<file path="config.mk">
export PLATFORM = sky130hd
export DESIGN_NAME = apb_spi_regbank_flat
export DESIGN_NICKNAME = d
export VERILOG_FILES = /design/src/rtl/apb_spi_regbank_if.sv /design/src/rtl/apb_spi_regbank.sv /design/src/flat_wrapper.sv
export SDC_FILE = /design/constraint.sdc
export NUM_CORES = 1
export LEC_CHECK = 0
export CELL_PAD_IN_SITES_DETAIL_PLACEMENT = 1
export CELL_PAD_IN_SITES_GLOBAL_PLACEMENT = 2
export CORE_AREA = 4 4 131 133
export CTS_CLUSTER_SIZE = 28
export DETAILED_ROUTE_END_ITERATION = 6
export DIE_AREA = 0 0 135 137
export PLACE_DENSITY = 0.61
export REMOVE_ABC_BUFFERS = 1
export SETUP_SLACK_MARGIN = 0.05
export SLEW_MARGIN = 20
export SYNTH_ARGS = -nofsm -noshare
export SYNTH_HDL_FRONTEND = slang
export SYNTH_SLANG_ARGS = --single-unit
</file>
<file path="constraint.sdc">
create_clock -name pclk -period 5.5 [get_ports pclk]
set_input_delay 0.55 -clock pclk [delete_from_list [all_inputs] [get_ports pclk]]
set_output_delay 0.55 -clock pclk [all_outputs]
set_load 0.01 [all_outputs]
</file>
<file path="src/rtl/apb_spi_regbank_if.sv">
// APB3 bus bundle between the interconnect (master) and the SPI register bank (slave).
interface apb_spi_regbank_if #(
   parameter int ADDR_W = 8,
   parameter int DATA_W = 16
);
   logic              psel;
   logic              penable;
   logic              pwrite;
   logic [ADDR_W-1:0] paddr;
   logic [DATA_W-1:0] pwdata;
   logic [DATA_W-1:0] prdata;
   logic              pready;
   logic              pslverr;

   modport master (
      output psel, penable, pwrite, paddr, pwdata,
      input  prdata, pready, pslverr
   );

   modport slave (
      input  psel, penable, pwrite, paddr, pwdata,
      output prdata, pready, pslverr
   );
endinterface

</file>
<file path="src/rtl/apb_spi_regbank.sv">
// APB3 register bank for the SPI peripheral: control/status registers, RX holding
// register with overrun detection, TX FIFO towards the shift engine, level interrupt.
module apb_spi_regbank #(
   parameter int ADDR_W      = 8,
   parameter int DATA_W      = 16,
   parameter int RX_W        = 10,
   parameter int TX_W        = 8,
   parameter int TX_DEPTH    = 4,
   parameter int WAIT_STATES = 0
) (
   input  logic              pclk,
   input  logic              presetn,
   apb_spi_regbank_if.slave  apb,
   output logic              spi_enable,
   input  logic              spi_busy,
   input  logic [RX_W-1:0]   spi_rx_data,
   input  logic              spi_rx_valid,
   output logic [TX_W-1:0]   spi_tx_data,
   output logic              spi_tx_valid,
   input  logic              spi_tx_ready,
   output logic              irq
);
   localparam int PTR_W = $clog2(TX_DEPTH);
   localparam int CNT_W = PTR_W + 1;
   localparam int WS_W  = $clog2(WAIT_STATES + 1) + 1;

   localparam logic [WS_W-1:0]   WS_LAST  = WS_W'(WAIT_STATES);
   localparam logic [ADDR_W-1:0] A_CTRL   = ADDR_W'(32'h00);
   localparam logic [ADDR_W-1:0] A_STATUS = ADDR_W'(32'h04);
   localparam logic [ADDR_W-1:0] A_RXDATA = ADDR_W'(32'h08);
   localparam logic [ADDR_W-1:0] A_TXDATA = ADDR_W'(32'h0C);

   typedef enum logic [1:0] {
      S_IDLE  = 2'd0,
      S_WAIT  = 2'd1,
      S_READY = 2'd2
   } state_t;

   state_t            state_r;
   logic [WS_W-1:0]   wait_cnt_r;
   logic [ADDR_W-1:0] addr_r;
   logic              write_r;
   logic [DATA_W-1:0] wdata_r;
   logic [DATA_W-1:0] prdata_r;
   logic              pready_r;
   logic              pslverr_r;

   logic              ctrl_en_r;
   logic              rx_ie_r;
   logic              tx_ie_r;
   logic [RX_W-1:0]   rx_reg_r;
   logic              rx_valid_r;
   logic              rx_ovr_r;
   logic              spi_enable_r;
   logic              irq_r;

   logic [TX_W-1:0]   mem_r [TX_DEPTH];
   logic [CNT_W-1:0]  wr_ptr_r;
   logic [CNT_W-1:0]  rd_ptr_r;

   logic [CNT_W-1:0]  level_s;
   logic              empty_s;
   logic              full_s;
   logic              tx_valid_s;
   logic              pop_s;
   logic              setup_s;
   logic              commit_s;
   logic [ADDR_W-1:0] acc_addr_s;
   logic              acc_write_s;
   logic [DATA_W-1:0] acc_wdata_s;
   logic [DATA_W-1:0] rdata_s;
   logic              err_s;
   logic              ok_s;
   logic              wr_ctrl_s;
   logic              w1c_s;
   logic              rd_rx_s;
   logic              push_s;
   logic              flush_s;
   logic              unused_s;

   // Pointers carry a wrap bit, so the difference is the fill level directly.
   assign level_s    = wr_ptr_r - rd_ptr_r;
   assign empty_s    = (wr_ptr_r == rd_ptr_r);
   assign full_s     = (level_s == CNT_W'(TX_DEPTH));
   assign tx_valid_s = !empty_s && ctrl_en_r;
   assign pop_s      = tx_valid_s && spi_tx_ready;
   assign setup_s    = (state_r == S_IDLE) && apb.psel && !apb.penable;

   // In IDLE the access is taken straight from the bus; afterwards from the setup latch.
   assign acc_addr_s  = (state_r == S_IDLE) ? apb.paddr  : addr_r;
   assign acc_write_s = (state_r == S_IDLE) ? apb.pwrite : write_r;
   assign acc_wdata_s = (state_r == S_IDLE) ? apb.pwdata : wdata_r;

   // Commit fires on the edge that moves the FSM into READY.
   always_comb begin
      commit_s = 1'b0;
      case (state_r)
         S_IDLE:  commit_s = setup_s && (WAIT_STATES == 32'sd0);
         S_WAIT:  commit_s = apb.psel && ((wait_cnt_r + WS_W'(1)) == WS_LAST);
         default: commit_s = 1'b0;
      endcase
   end

   // Address decode, read mux and error classification on pre-edge state.
   always_comb begin
      rdata_s = {DATA_W{1'b0}};
      err_s   = 1'b0;
      case (acc_addr_s)
         A_CTRL: begin
            rdata_s[2:0] = {tx_ie_r, rx_ie_r, ctrl_en_r};
         end
         A_STATUS: begin
            rdata_s[4:0]       = {rx_ovr_r, rx_valid_r, empty_s, full_s, spi_busy};
            rdata_s[8 +: CNT_W] = level_s;
         end
         A_RXDATA: begin
            rdata_s[RX_W-1:0] = rx_reg_r;
            err_s             = acc_write_s;
         end
         A_TXDATA: begin
            err_s = !acc_write_s || full_s;
         end
         default: begin
            err_s = 1'b1;
         end
      endcase
   end

   assign ok_s      = commit_s && !err_s;
   assign wr_ctrl_s = ok_s && acc_write_s && (acc_addr_s == A_CTRL);
   assign w1c_s     = ok_s && acc_write_s && (acc_addr_s == A_STATUS) && acc_wdata_s[4];
   assign rd_rx_s   = ok_s && !acc_write_s && (acc_addr_s == A_RXDATA);
   assign push_s    = ok_s && acc_write_s && (acc_addr_s == A_TXDATA);
   assign flush_s   = wr_ctrl_s && acc_wdata_s[3];
   assign unused_s  = ^acc_wdata_s;

   // APB access FSM with registered PREADY/PSLVERR/PRDATA.
   always_ff @(posedge pclk) begin
      if (!presetn) begin
         state_r    <= S_IDLE;
         wait_cnt_r <= {WS_W{1'b0}};
         addr_r     <= {ADDR_W{1'b0}};
         write_r    <= 1'b0;
         wdata_r    <= {DATA_W{1'b0}};
         prdata_r   <= {DATA_W{1'b0}};
         pready_r   <= 1'b0;
         pslverr_r  <= 1'b0;
      end else begin
         if (commit_s) begin
            pready_r  <= 1'b1;
            pslverr_r <= err_s;
            prdata_r  <= (err_s || acc_write_s) ? {DATA_W{1'b0}} : rdata_s;
         end else begin
            pready_r  <= 1'b0;
            pslverr_r <= 1'b0;
            prdata_r  <= {DATA_W{1'b0}};
         end
         case (state_r)
            S_IDLE: begin
               if (setup_s) begin
                  addr_r     <= apb.paddr;
                  write_r    <= apb.pwrite;
                  wdata_r    <= apb.pwdata;
                  wait_cnt_r <= {WS_W{1'b0}};
                  state_r    <= (WAIT_STATES == 32'sd0) ? S_READY : S_WAIT;
               end else begin
                  state_r <= S_IDLE;
               end
            end
            S_WAIT: begin
               if (!apb.psel) begin
                  wait_cnt_r <= {WS_W{1'b0}};
                  state_r    <= S_IDLE;
               end else if (commit_s) begin
                  wait_cnt_r <= {WS_W{1'b0}};
                  state_r    <= S_READY;
               end else begin
                  wait_cnt_r <= wait_cnt_r + WS_W'(1);
               end
            end
            S_READY: begin
               state_r <= S_IDLE;
            end
            default: begin
               wait_cnt_r <= {WS_W{1'b0}};
               state_r    <= S_IDLE;
            end
         endcase
      end
   end

   // TX FIFO: fullness is judged pre-edge, and flush overrides a concurrent pop.
   always_ff @(posedge pclk) begin
      if (!presetn) begin
         wr_ptr_r <= {CNT_W{1'b0}};
         rd_ptr_r <= {CNT_W{1'b0}};
         for (int i = 0; i < TX_DEPTH; i++) begin
            mem_r[i] <= {TX_W{1'b0}};
         end
      end else begin
         if (push_s) begin
            mem_r[wr_ptr_r[PTR_W-1:0]] <= acc_wdata_s[TX_W-1:0];
            wr_ptr_r                  <= wr_ptr_r + CNT_W'(1);
         end else begin
            wr_ptr_r <= wr_ptr_r;
         end
         if (flush_s) begin
            rd_ptr_r <= wr_ptr_r;
         end else if (pop_s) begin
            rd_ptr_r <= rd_ptr_r + CNT_W'(1);
         end else begin
            rd_ptr_r <= rd_ptr_r;
         end
      end
   end

   // Control bits, RX holding register with overrun, enable and interrupt registers.
   always_ff @(posedge pclk) begin
      if (!presetn) begin
         ctrl_en_r    <= 1'b0;
         rx_ie_r      <= 1'b0;
         tx_ie_r      <= 1'b0;
         rx_reg_r     <= {RX_W{1'b0}};
         rx_valid_r   <= 1'b0;
         rx_ovr_r     <= 1'b0;
         spi_enable_r <= 1'b0;
         irq_r        <= 1'b0;
      end else begin
         if (wr_ctrl_s) begin
            ctrl_en_r <= acc_wdata_s[0];
            rx_ie_r   <= acc_wdata_s[1];
            tx_ie_r   <= acc_wdata_s[2];
         end else begin
            ctrl_en_r <= ctrl_en_r;
         end
         if (spi_rx_valid) begin
            rx_reg_r   <= spi_rx_data;
            rx_valid_r <= 1'b1;
         end else if (rd_rx_s) begin
            rx_valid_r <= 1'b0;
         end else begin
            rx_valid_r <= rx_valid_r;
         end
         // A read landing on the capture edge consumes the old word, so no overrun.
         if (spi_rx_valid && rx_valid_r && !rd_rx_s) begin
            rx_ovr_r <= 1'b1;
         end else if (w1c_s) begin
            rx_ovr_r <= 1'b0;
         end else begin
            rx_ovr_r <= rx_ovr_r;
         end
         spi_enable_r <= ctrl_en_r;
         irq_r        <= (rx_ie_r && rx_valid_r) || (tx_ie_r && ctrl_en_r && empty_s) || rx_ovr_r;
      end
   end

   assign apb.prdata   = prdata_r;
   assign apb.pready   = pready_r;
   assign apb.pslverr  = pslverr_r;
   assign spi_enable   = spi_enable_r;
   assign spi_tx_valid = tx_valid_s;
   assign spi_tx_data  = mem_r[rd_ptr_r[PTR_W-1:0]];
   assign irq          = irq_r;
endmodule

</file>
<file path="src/flat_wrapper.sv">
// flat-port wrapper written by rule: the top's interface ports become plain ports
module apb_spi_regbank_flat 
#(
   parameter int ADDR_W      = 8,
   parameter int DATA_W      = 16,
   parameter int RX_W        = 10,
   parameter int TX_W        = 8,
   parameter int TX_DEPTH    = 4,
   parameter int WAIT_STATES = 0
)
  (pclk, presetn, spi_enable, spi_busy, spi_rx_data, spi_rx_valid, spi_tx_data, spi_tx_valid, spi_tx_ready, irq, apb_psel, apb_penable, apb_pwrite, apb_paddr, apb_pwdata, apb_prdata, apb_pready, apb_pslverr);
  apb_spi_regbank_if #(.ADDR_W(ADDR_W), .DATA_W(DATA_W)) apb_i ();
  input  logic pclk;
  input  logic presetn;
  output logic spi_enable;
  input  logic spi_busy;
  input  logic [RX_W-1:0] spi_rx_data;
  input  logic spi_rx_valid;
  output logic [TX_W-1:0] spi_tx_data;
  output logic spi_tx_valid;
  input  logic spi_tx_ready;
  output logic irq;
  input wire logic [$bits(apb_i.psel)-1:0] apb_psel;
  input wire logic [$bits(apb_i.penable)-1:0] apb_penable;
  input wire logic [$bits(apb_i.pwrite)-1:0] apb_pwrite;
  input wire logic [$bits(apb_i.paddr)-1:0] apb_paddr;
  input wire logic [$bits(apb_i.pwdata)-1:0] apb_pwdata;
  output wire logic [$bits(apb_i.prdata)-1:0] apb_prdata;
  output wire logic [$bits(apb_i.pready)-1:0] apb_pready;
  output wire logic [$bits(apb_i.pslverr)-1:0] apb_pslverr;
  assign apb_i.psel = apb_psel;
  assign apb_i.penable = apb_penable;
  assign apb_i.pwrite = apb_pwrite;
  assign apb_i.paddr = apb_paddr;
  assign apb_i.pwdata = apb_pwdata;
  assign apb_prdata = apb_i.prdata;
  assign apb_pready = apb_i.pready;
  assign apb_pslverr = apb_i.pslverr;
  apb_spi_regbank #(.ADDR_W(ADDR_W), .DATA_W(DATA_W), .RX_W(RX_W), .TX_W(TX_W), .TX_DEPTH(TX_DEPTH), .WAIT_STATES(WAIT_STATES)) u_core (.pclk(pclk), .presetn(presetn), .apb(apb_i), .spi_enable(spi_enable), .spi_busy(spi_busy), .spi_rx_data(spi_rx_data), .spi_rx_valid(spi_rx_valid), .spi_tx_data(spi_tx_data), .spi_tx_valid(spi_tx_valid), .spi_tx_ready(spi_tx_ready), .irq(irq));
endmodule
</file>
==> results.cfg <==
[critical_path]
rrSetupSlack_ns = 2.61
crit_start = u_core.wr_ptr_r[0]
cp.arrival_ns = 2.93
cp-end-kind = flip-flop
r2r-start = u_core.wr_ptr_r[0]
worstSetupPathType = flip-flop to flip-flop
start_kind = flip-flop
worstPathMaxFanout = 8
critPathRequiredTime_ns = 5.55

[detailed_routing]
dr.pass1.iters = 4
ant_nets = 0
post_drt_wl_per_cell_um = 15.8
wl_met3_um = 401
drt_iter0_drc = 163
drc = 0
met2_length_um = 4870
dr.max_layer_used = met4
drt-total-wl_um = 9930
via_count = 2769
viasPerCell = 4.40
met1Wirelength_um = 4510

[cts]
cts_buffers = 9
clockBufferDepth = 2
cts.reportedPaths.clkPinSlew_ns = 0.06
htreeDepth = 3
cts_tree = done
clkLatencyLatePin_ns = 0.34
postCtsHoldBufs = 0
cts.sinks = 87
cts_root_buffer = clkbuf_16
cts_setup_buffers = 0
cts_resized = 0

[power_and_ir_drop]
swShare = 0.223
power_density_mw_per_mm2 = 287
p_leak_nw = 1.80
clkPwrFrac = 0.440
peakVddDrop_mv = 0.135
combinationalPowerShare = 0.078
seqPwrFrac = 0.482
internal_power_mw = 1.12
p_switching_mw = 0.322
p_total_mw = 1.44

[finish]
utilization = 0.318
final_nets = 456
nFillCells = 1776
synthToLayoutAreaGrowth_pct = 28.3
final_layout_size_suffix_gt1_frac = 0.118
antenna_cells = 0
instances_no_fill = 630

[sta]
hold_viol = 0
fin_crit_ns = 2.89
fmax_mhz = 346
max-slew-margin-rel = 0.482
max_slew.worst_pin.slew_ns = 0.756
final-max-slew-violation-count = 0
finalSetupViolCount = 0
rsz0062_at_grt = false
post-route-period-util = 0.525
skew_ns = 0.00735
fin_tns_setup_ns = 0

[die]
start_util = 0.248
die_area_mm2 = 0.0185
die_w_um = 135
core_mm2 = 0.0158
dieHeight_um = 137
boundaryPins = 71
num_rows = 46

[flow_run]
maxCapViolCount = 0

[grt]
grt_pass1_vias = 2916
grt_overflow_total = 0
grt_max_degree = 53
grt_pass1_wl_um = 15900
grtUsageTotal = 0.113
grt_antenna_before_repair = 0

[logic_synthesis]
synth_area_leaders = dfxtp_1 (28%), edfxtp_1 (24%), mux2i_1 (6.6%)
syn_avg_cell_area_um2 = 11.2
synth_top_area_cell = dfxtp_1
postSynthCellCount = 351
synth_edf_count = 32
yosysWarnings = 0
async_flop_share = 0
syn_area_mm2 = 0.00392
yosys_register_bits = 87
synth.distinct_cells = 54
synth-seq-area-share = 0.526
synth_top_area_share = 0.281
synth-main-ff-cell = dfxtp_1

[min_path]
hp-start = u_core.rx_reg_r[5]
hold_path.class = flip-flop to flip-flop

[placement]
gp_congestion = 0.699
placedCellCount = 614
dpl.hpwl_um = 6950
port_buffers = 57

[outcome]
status = complete, no violations
-- cell families after synthesis --
| kind of cell | after synthesis | share of synthesized area |
|---|---|---|
| xor+xnor | 4 | 0.0131 |
| other cells | 1 | 0.000956 |
| fa+ha+maj | 5 | 0.0179 |
| mux | 35 | 0.115 |
| compound gates | 52 | 0.101 |
| buf+inv | 25 | 0.0316 |
| simple gates | 142 | 0.195 |
| flops | 87 | 0.526 |
-- power groups by stage --
stage / clock (mW) / sequential, mW / combinational, mW
finish: 0.636 / 0.695 / 0.113
global route: 0.687 / 0.698 / 0.124
CTS: 0.660 / 0.696 / 0.116
detailed placement: 0 / 0.710 / 0.115
global placement: 0 / 0.709 / 0.114
floorplan: 0 / 0.709 / 0.0508
-- layer usage --
metal | up-vias | track usage
li1 | 1356 | -
met1 | 1350 | 0.140
met2 | 51 | 0.189
met3 | 12 | 0.0309
met4 | 0 | 0.0386
met5 | - | 0
-- through the flow --
stage	hold WS, ns	area [um2]	worst slack, ns
6_report	0.462	5030	2.61
5_1_grt	0.497	5030	2.40
4_1_cts	0.468	5030	2.56
3_5_place_dp	0.450	4720	2.37
3_3_place_gp	0.439	4720	2.38
2_1_floorplan	0.429	3830	1.72
-- final cells by class --
class | count | area, um2 | share of cell area
timing repair buffer | 64 | 618 | 0.123
inverter | 4 | 15.0 | 0.00298
tap | 216 | 270 | 0.0537
multi-input combinational | 243 | 1760 | 0.349
sequential | 87 | 2060 | 0.410
clock inverter | 4 | 52.6 | 0.0104
clock buffer | 12 | 258 | 0.0512
-- flip-flops by register name, summed over array words and instances, names as in the netlist, 3 cells and up, named ones only --
register,count
u_core.rx_reg_r,10
u_core.wdata_r,8
u_core.apb.prdata,11
u_core.mem_r,32
u_core.rd_ptr_r,3
u_core.addr_r,8
u_core.wr_ptr_r,3
-- critical path, cell delays in order (launching register included) --
cell and delay (ns):
dfxtp_1 0.46, inv_1 0.15, ha_1 0.22, fa_1 0.37, xor3_2 0.30, a32oi_4 0.50, nand2_4 0.13, o31ai_1 0.23
buf_4 0.23
-- worst paths after layout --
check,to,depth (start not counted)
min reg2reg,u_core.apb.prdata[5],1
min,u_core.apb.prdata[5],1
max,u_core.mem_r[0][0],8
max reg2reg,u_core.mem_r[0][0],8
-- Yosys cell counts, drive strengths merged (2+ instances only) --
cell type,number
dfxtp,55
or2,5
mux2i,26
inv,4
clkbuf,8
nand4,5
nor4,2
ha,4
and2,8
o211ai,2
o2bb2ai,2
nor2,40
edfxtp,32
nor2b,13
o31ai,7
a22o,2
mux4,8
nand2b,3
nor3b,5
buf,13
nand2,47
nand3,7
xor2,3
o21ai,2
a21boi,22
a21oi,7
-- cell usage in the layout, fill, tap and decap left out, drive strengths merged, types with 7 or more instances in the layout --
cell type      instances
nand3                  7
nand2                 47
a21boi                22
edfxtp                32
nor2b                 13
buf                    8
o31ai                  7
and2                   8
clkdlybuf4s50         56
mux4                   8
dfxtp                 55
mux2i                 26
a21oi                  7
clkbuf                12
nor2                  40
(Power assumes the default switching activity.)
